$ cat config.mk
export PLATFORM = sky130hd
export DESIGN_NAME = bullet_ctrl_flat
export DESIGN_NICKNAME = d
export VERILOG_FILES = /design/src/rtl/game_pkg.sv /design/src/rtl/bullet_ctrl_if.sv /design/src/rtl/rise_detect.sv /design/src/rtl/bullet_ctrl.sv /design/src/flat_wrapper.sv
export SDC_FILE = /design/constraint.sdc
export NUM_CORES = 1
export LEC_CHECK = 0
export CORE_ASPECT_RATIO = 0.9
export CORE_UTILIZATION = 44
export DETAILED_ROUTE_END_ITERATION = 16
export PLACE_DENSITY = 0.81
export RECOVER_POWER = 50
export SLEW_MARGIN = 20
export SYNTH_ARGS = -nofsm -noshare
export SYNTH_HDL_FRONTEND = slang
export SYNTH_SLANG_ARGS = --single-unit
$ cat constraint.sdc
create_clock -name clk -period 1.9 [get_ports clk]
set_input_delay 0.19 -clock clk [delete_from_list [all_inputs] [get_ports clk]]
set_output_delay 0.19 -clock clk [all_outputs]
set_load 0.02 [all_outputs]
$ cat src/rtl/game_pkg.sv
// Shared game constants and the bullet FSM state type, used by the bullet
// controller, renderer and collision checker.
package game_pkg;

  localparam int H_ACTIVE  = 800;
  localparam int V_ACTIVE  = 600;
  localparam int R_DEFAULT = 12;

  localparam int XW = 11;
  localparam int YW = 10;
  localparam int CW = 8;

  typedef enum logic [1:0] {
    IDLE = 2'd0,
    FLY  = 2'd1,
    COOL = 2'd2
  } bullet_state_e;

endpackage

$ cat src/rtl/bullet_ctrl_if.sv
// Bullet controller bundle: player/collision inputs and the position/valid
// outputs consumed by the renderer.
interface bullet_ctrl_if;
  import game_pkg::*;

  logic          fire;
  logic          frame_tick;
  logic          hit;
  logic [XW-1:0] shooter_x;
  logic [YW-1:0] shooter_y;
  logic [XW-1:0] x;
  logic [YW-1:0] y;
  logic          active;
  logic          launched;

  modport master (
    input  fire, frame_tick, hit, shooter_x, shooter_y,
    output x, y, active, launched
  );

  modport slave (
    output fire, frame_tick, hit, shooter_x, shooter_y,
    input  x, y, active, launched
  );

endinterface

$ cat src/rtl/rise_detect.sv
// Registered rising-edge detector for a level input already synchronous to clk.
module rise_detect (
  input  logic clk,
  input  logic rst_n,
  input  logic d,
  output logic rise
);

  logic d_q;

  // NOTE: sequential state uses non-blocking assignment so every flop samples pre-edge values.
  always_ff @(posedge clk or negedge rst_n) begin
    if (!rst_n) d_q <= 1'b0;
    else        d_q <= d;
  end

  assign rise = d & ~d_q;

endmodule

$ cat src/rtl/bullet_ctrl.sv
// Single-bullet motion controller: launch on fire edge, fly upward one step
// per frame, retire on hit or top edge, then enforce a frame-counted cooldown.
module bullet_ctrl
  import game_pkg::*;
#(
  parameter int R        = R_DEFAULT,
  parameter int SPEED    = 6,
  parameter int COOLDOWN = 8
) (
  input  logic          clk,
  input  logic          rst_n,
  bullet_ctrl_if.master bus
);

  localparam logic [YW-1:0] Y_RETIRE  = YW'(R + SPEED);
  localparam logic [YW-1:0] Y_STEP    = YW'(SPEED);
  localparam logic [CW-1:0] COOL_INIT = CW'(COOLDOWN);
  localparam logic [XW-1:0] X_MAX     = XW'(H_ACTIVE - 1);
  localparam logic [YW-1:0] Y_MAX     = YW'(V_ACTIVE - 1);

  bullet_state_e state_q, state_d;

  logic          fire_rise;
  logic          retire;
  logic [XW-1:0] x_q, x_d, launch_x;
  logic [YW-1:0] y_q, y_d, launch_y;
  logic [CW-1:0] cool_cnt_q, cool_cnt_d;
  logic          active_q, active_d;
  logic          launched_q, launched_d;

  rise_detect u_fire_rise (
    .clk  (clk),
    .rst_n(rst_n),
    .d    (bus.fire),
    .rise (fire_rise)
  );

  assign launch_x = (bus.shooter_x > X_MAX) ? X_MAX : bus.shooter_x;
  assign launch_y = (bus.shooter_y > Y_MAX) ? Y_MAX : bus.shooter_y;

  // Compare before subtracting so y can never wrap past the top edge.
  assign retire = bus.hit | (bus.frame_tick & (y_q < Y_RETIRE));

  always_ff @(posedge clk or negedge rst_n) begin
    if (!rst_n) state_q <= IDLE;
    else        state_q <= state_d;
  end

  // NOTE: every always_comb output gets a default first, so no path can infer a latch.
  always_comb begin
    state_d = state_q;
    unique case (state_q)
      IDLE:    if (fire_rise)          state_d = FLY;
      FLY:     if (retire)             state_d = COOL;
      COOL:    if (cool_cnt_q == '0)   state_d = IDLE;
      default:                         state_d = IDLE;
    endcase
  end

  always_comb begin
    x_d        = x_q;
    y_d        = y_q;
    cool_cnt_d = cool_cnt_q;
    active_d   = active_q;
    launched_d = 1'b0;
    unique case (state_q)
      IDLE: begin
        if (fire_rise) begin
          x_d        = launch_x;
          y_d        = launch_y;
          active_d   = 1'b1;
          launched_d = 1'b1;
        end
      end
      FLY: begin
        if (retire) begin
          active_d   = 1'b0;
          cool_cnt_d = COOL_INIT;
        end else if (bus.frame_tick) begin
          y_d = y_q - Y_STEP;
        end
      end
      COOL: begin
        if (cool_cnt_q != '0 && bus.frame_tick) cool_cnt_d = cool_cnt_q - 1'b1;
      end
      default: active_d = 1'b0;
    endcase
  end

  always_ff @(posedge clk or negedge rst_n) begin
    if (!rst_n) begin
      x_q        <= '0;
      y_q        <= '0;
      cool_cnt_q <= '0;
      active_q   <= 1'b0;
      launched_q <= 1'b0;
    end else begin
      x_q        <= x_d;
      y_q        <= y_d;
      cool_cnt_q <= cool_cnt_d;
      active_q   <= active_d;
      launched_q <= launched_d;
    end
  end

  assign bus.x        = x_q;
  assign bus.y        = y_q;
  assign bus.active   = active_q;
  assign bus.launched = launched_q;

endmodule

$ cat src/flat_wrapper.sv
// flat-port wrapper written by rule: the top's interface ports become plain ports
module bullet_ctrl_flat import game_pkg::*;
#(
  parameter int R        = R_DEFAULT,
  parameter int SPEED    = 6,
  parameter int COOLDOWN = 8
)
  (clk, rst_n, bus_fire, bus_frame_tick, bus_hit, bus_shooter_x, bus_shooter_y, bus_x, bus_y, bus_active, bus_launched);
  bullet_ctrl_if bus_i ();
  input  logic clk;
  input  logic rst_n;
  input wire logic [$bits(bus_i.fire)-1:0] bus_fire;
  input wire logic [$bits(bus_i.frame_tick)-1:0] bus_frame_tick;
  input wire logic [$bits(bus_i.hit)-1:0] bus_hit;
  input wire logic [$bits(bus_i.shooter_x)-1:0] bus_shooter_x;
  input wire logic [$bits(bus_i.shooter_y)-1:0] bus_shooter_y;
  output wire logic [$bits(bus_i.x)-1:0] bus_x;
  output wire logic [$bits(bus_i.y)-1:0] bus_y;
  output wire logic [$bits(bus_i.active)-1:0] bus_active;
  output wire logic [$bits(bus_i.launched)-1:0] bus_launched;
  assign bus_i.fire = bus_fire;
  assign bus_i.frame_tick = bus_frame_tick;
  assign bus_i.hit = bus_hit;
  assign bus_i.shooter_x = bus_shooter_x;
  assign bus_i.shooter_y = bus_shooter_y;
  assign bus_x = bus_i.x;
  assign bus_y = bus_i.y;
  assign bus_active = bus_i.active;
  assign bus_launched = bus_i.launched;
  bullet_ctrl #(.R(R), .SPEED(SPEED), .COOLDOWN(COOLDOWN)) u_core (.clk(clk), .rst_n(rst_n), .bus(bus_i));
endmodule
==> Flow_metrics.wiki <==
{| class="wikitable"
! Metric !! Value
|-
| Number of global-route vias before repair || 1,945
|-
| Share of layout cells above drive strength 1 || 22.45%
|-
| Horizontal die dimension || 72.32 µm
|-
| Number of hold buffers added after CTS || 0
|-
| Weighted congestion reported at the end of routability-driven placement || 0.8366
|-
| End of the worst register-to-register path || u_core.cool_cnt_q[6]
|-
| Total power divided by cell area || 1682 mW/mm²
|-
| Routed vias || 2,082
|-
| YS warnings || 0
|-
| Clk root buf || clkbuf_8
|-
| Synth Area in Compound Gates || 23.39%
|-
| Hold path startpoint || bus_shooter_x[7]
|-
| Count of final max-slew check failures || 0
|-
| # rows || 22
|-
| Total detailed-routing wirelength || 5462 µm
|-
| Most frequent cell after synthesis || dfrtp_1
|-
| CTS tree || yes
|-
| Endpoint class of the critical path || flip-flop
|-
| MaxCap Viol Count || 0
|-
| Worst EP required || 2.06 ns
|-
| Fmax achieved || 0.5379 GHz
|-
| Area growth from synthesis to layout || 49.52%
|-
| Final period demand of the worst path || 1.859 ns
|-
| Number of setup buffers added after CTS || 0
|-
| Critical path, cell by cell || or4_4, o31a_2, o31ai_1, o41ai_1
|-
| Portion of the clock cycle consumed by the worst path in the final layout || 97.85%
|-
| Worst clock skew || 0.008568 ns
|-
| Post-detailed-route count of antenna-violating nets || 0
|-
| Top cell type's share of synthesized area || 43.45%
|-
| Dominant cells by area after synthesis || dfrtp_1, o21ai_0, ha_1, nand2_1, nor2_1
|-
| Half-perimeter wire length after detailed placement || 3630 µm
|-
| Setup Crit Path Kind || reg -> reg
|-
| Post-detailed-route DRC marker count || 0
|-
| Hold path depth || 3
|-
| # setup viols final || 0
|-
| Synthesized net count || 249
|-
| Placed instance count || 346
|-
| Average cell area after synthesis || 9.065 µm²
|-
| Synth cell count leaders || dfrtp_1, nand2_1, o21ai_0
|-
| Number of port buffers || 48
|-
| Clock Pin Slew Worst Setup and Hold Paths || 0.08 ns
|-
| Register area share after synthesis || 43.45%
|-
| Core box area || 0.004184 mm²
|-
| Seq cells post-synth || 34
|-
| Final layout net count || 326
|-
| Initial Utilization || 46.80%
|-
| Cell type with the largest total area after synthesis || dfrtp_1
|-
| # H-tree levels || 2
|-
| Mapped Cells || 216
|-
| Class of the tightest hold or removal check || in -> reg
|-
| Final Hold Fails || 0
|-
| Most instantiated flip-flop cell in the synthesis netlist || dfrtp_1
|-
| Summed instance area of the synthesized netlist || 0.001958 mm²
|-
| Iter 0 DRT Violations || 170
|-
| Top fanout value on the critical path || 6
|-
| Terminating pin of the worst hold path || u_core.bus.x[7]
|-
| Slew headroom || 43.71%
|-
| Leakage power of the design || 1.222 nW
|-
| Area of placed instances || 0.002724 mm²
|-
| Setup repair after global routing missed its margin || no
|-
| Area of the die || 0.004721 mm²
|-
| Post-Synth Simple-Gate Area || 22.49%
|-
| R2R cell count || 4
|-
| Clock insertion delay at the later pin of the skew report || 0.29 ns
|-
| Xor/xnor share of the synthesized area || 0%
|-
| Outcome || complete, no violations
|-
| Reg2Reg Launch Point || u_core.cool_cnt_q[5]
|-
| Register-to-Register Setup Slack || 0.04 ns
|-
| Overall global routing resource usage || 24.44%
|-
| Finished Core Util || 69.98%
|-
| Filler Cells Inserted || 328
|-
| Adder-Cell Fraction of Synth Area || 4.473%
|-
| Fraction of synthesized area in multiplexers || 1.661%
|-
| Total I/O pin count || 49
|-
| Die H || 65.29 µm
|-
| Async set-or-reset flop fraction in the synthesized netlist || 100.0%
|-
| Total Negative Setup Slacks || 0 ns
|-
| Sum of overflow across all layers after global routing || 0
|-
| Worst voltage drop across the vdd grid || 0.0007279 V
|-
| Tightest Pin Transition || 0.8443 ns
|-
| Num Clock Sinks || 34
|-
| Avg WL per Cell || 15.43 µm
|-
| Number of flops mapped to enable cells by yosys || 0
|-
| Antenna cells || 0
|-
| Drt first pass iters || 5
|-
| Summed area of non-filler cells in the final layout || 0.002928 mm²
|-
| Maximum number of pins on one net before global-route repair || 35
|-
| Hold slack || 0.4788 ns
|-
| Fin cells || 354
|-
| Via density || 5.881
|-
| Startpoint kind of the worst setup timing path || flip-flop
|-
| Maximum single-stage delay on the critical path || 0.59 ns
|-
| Number of buffers created by CTS || 5
|-
| Maximum clock insertion buffer count || 2
|-
| Slowest cell on the critical path || or4_4
|-
| Wire length of the first global-routing pass || 8949 µm
|-
| Combinational family with the most area after synthesis || compound AO/OA/AOI/OAI gates
|-
| Worst endpoint data arrival time || 2.02 ns
|-
| Number of different library cells in the post-synthesis netlist || 50
|-
| Initial antenna violation count || 0
|}
[layout by cell type (no fill, tap or decap), types with 3 or more instances in the layout]
master / Yosys / routed
or3_1: 3 / 3
dlygate4sd3_1: 0 / 6
buf_4: 0 / 32
nor4_1: 8 / 4
nand2_1: 19 / 19
nor4_2: 0 / 4
clkbuf_8: 0 / 6
a31oi_1: 4 / 4
ha_1: 7 / 5
nor2_1: 16 / 16
nor3_1: 9 / 9
nand3_1: 6 / 6
inv_1: 12 / 12
nor2b_1: 3 / 3
o311ai_0: 5 / 4
clkdlybuf4s50_1: 0 / 42
o31ai_1: 4 / 3
o21ai_0: 19 / 16
o22ai_1: 5 / 5
nand2b_1: 5 / 4
a211o_1: 3 / 3
a211oi_1: 3 / 3
dfrtp_1: 34 / 34
[critical path: cells and delay by family, from the launching register on]
kind,cells,cell delay (ns)
flip-flops,1,0.44
AO/OA/AOI/OAI,3,0.70
AND/OR/NAND/NOR,1,0.59
[state kept, by name, indices dropped and copies added (netlist names)]
name / count
u_core.bus.x: 11
u_core.bus.y: 10
u_core.cool_cnt_q: 8
u_core.state_q: 2
u_core.bus.active: 1
u_core.bus.launched: 1
u_core.u_fire_rise.d_q: 1
[layer usage]
metal | routed length (µm) | part of all wire (%) | vias to the layer above | GRT usage, %
met3 | 498 | 9.1 | 16 | 7.055
met1 | 2361 | 43 | 980 | 31.65
met4 | 99 | 1.8 | 0 | 8.824
met5 | 0 | 0 | - | 0
met2 | 2502 | 46 | 111 | 38.79
li1 | - | - | 975 | -
[cell type report]
| cell class | count | area (µm²) | share of cell area, % |
|---|---|---|---|
| Tap cell | 60 | 75.07 | 2.564 |
| Timing Repair Buffer | 81 | 725.7 | 24.79 |
| Sequential cell | 34 | 850.8 | 29.06 |
| Clock buffer | 6 | 82.58 | 2.821 |
| Inverter | 12 | 45.04 | 1.538 |
| Clock inverter | 2 | 60.06 | 2.051 |
| Multi-Input combinational cell | 159 | 1089 | 37.18 |
[what timing repair did]
action	in CTS	in global routing
pin swaps	0	0
endpoints found under the setup margin	2	13
hold endpoints to repair	0	0
gates resized for setup	2	16
[worst max path at each step]
stage / slack [ns] / endpoint / cells past startpoint / start
floorplan: 0.002 / u_core.bus.active / 9 / u_core.state_q[1]
global placement: -0.02 / u_core.cool_cnt_q[5] / 5 / bus_frame_tick
detailed placement: -0.17 / u_core.cool_cnt_q[5] / 5 / bus_frame_tick
CTS: 0.004 / u_core.cool_cnt_q[6] / 4 / u_core.cool_cnt_q[5]
global route: 0.004 / u_core.bus.y[5] / 6 / u_core.state_q[0]
finish: 0.04 / u_core.cool_cnt_q[6] / 4 / u_core.cool_cnt_q[5]
[cell families after synthesis]
logic type	count (synthesis)
AO/OA/AOI/OAI	65
flip-flops	34
multiplexers	3
AND/OR/NAND/NOR	84
adder cells (fa/ha/maj)	7
buffers and inverters	23
[through the flow]
stage / total power, W / setup slack (ns)
finish: 0.004925 / 0.04092
global route: 0.005231 / 0.003783
CTS: 0.004795 / 0.004391
detailed placement: 0.003892 / -0.1726
global placement: 0.003844 / -0.01767
floorplan: 0.002662 / 0.002257
[power breakdown]
group | total, W | internal, W | switching (W)
Combinational | 0.00282 | 0.00135 | 0.00147
Clock | 0.000840 | 0.000560 | 0.000281
Sequential | 0.00127 | 0.00101 | 0.000256
Power figures use the tool's default switching activity.
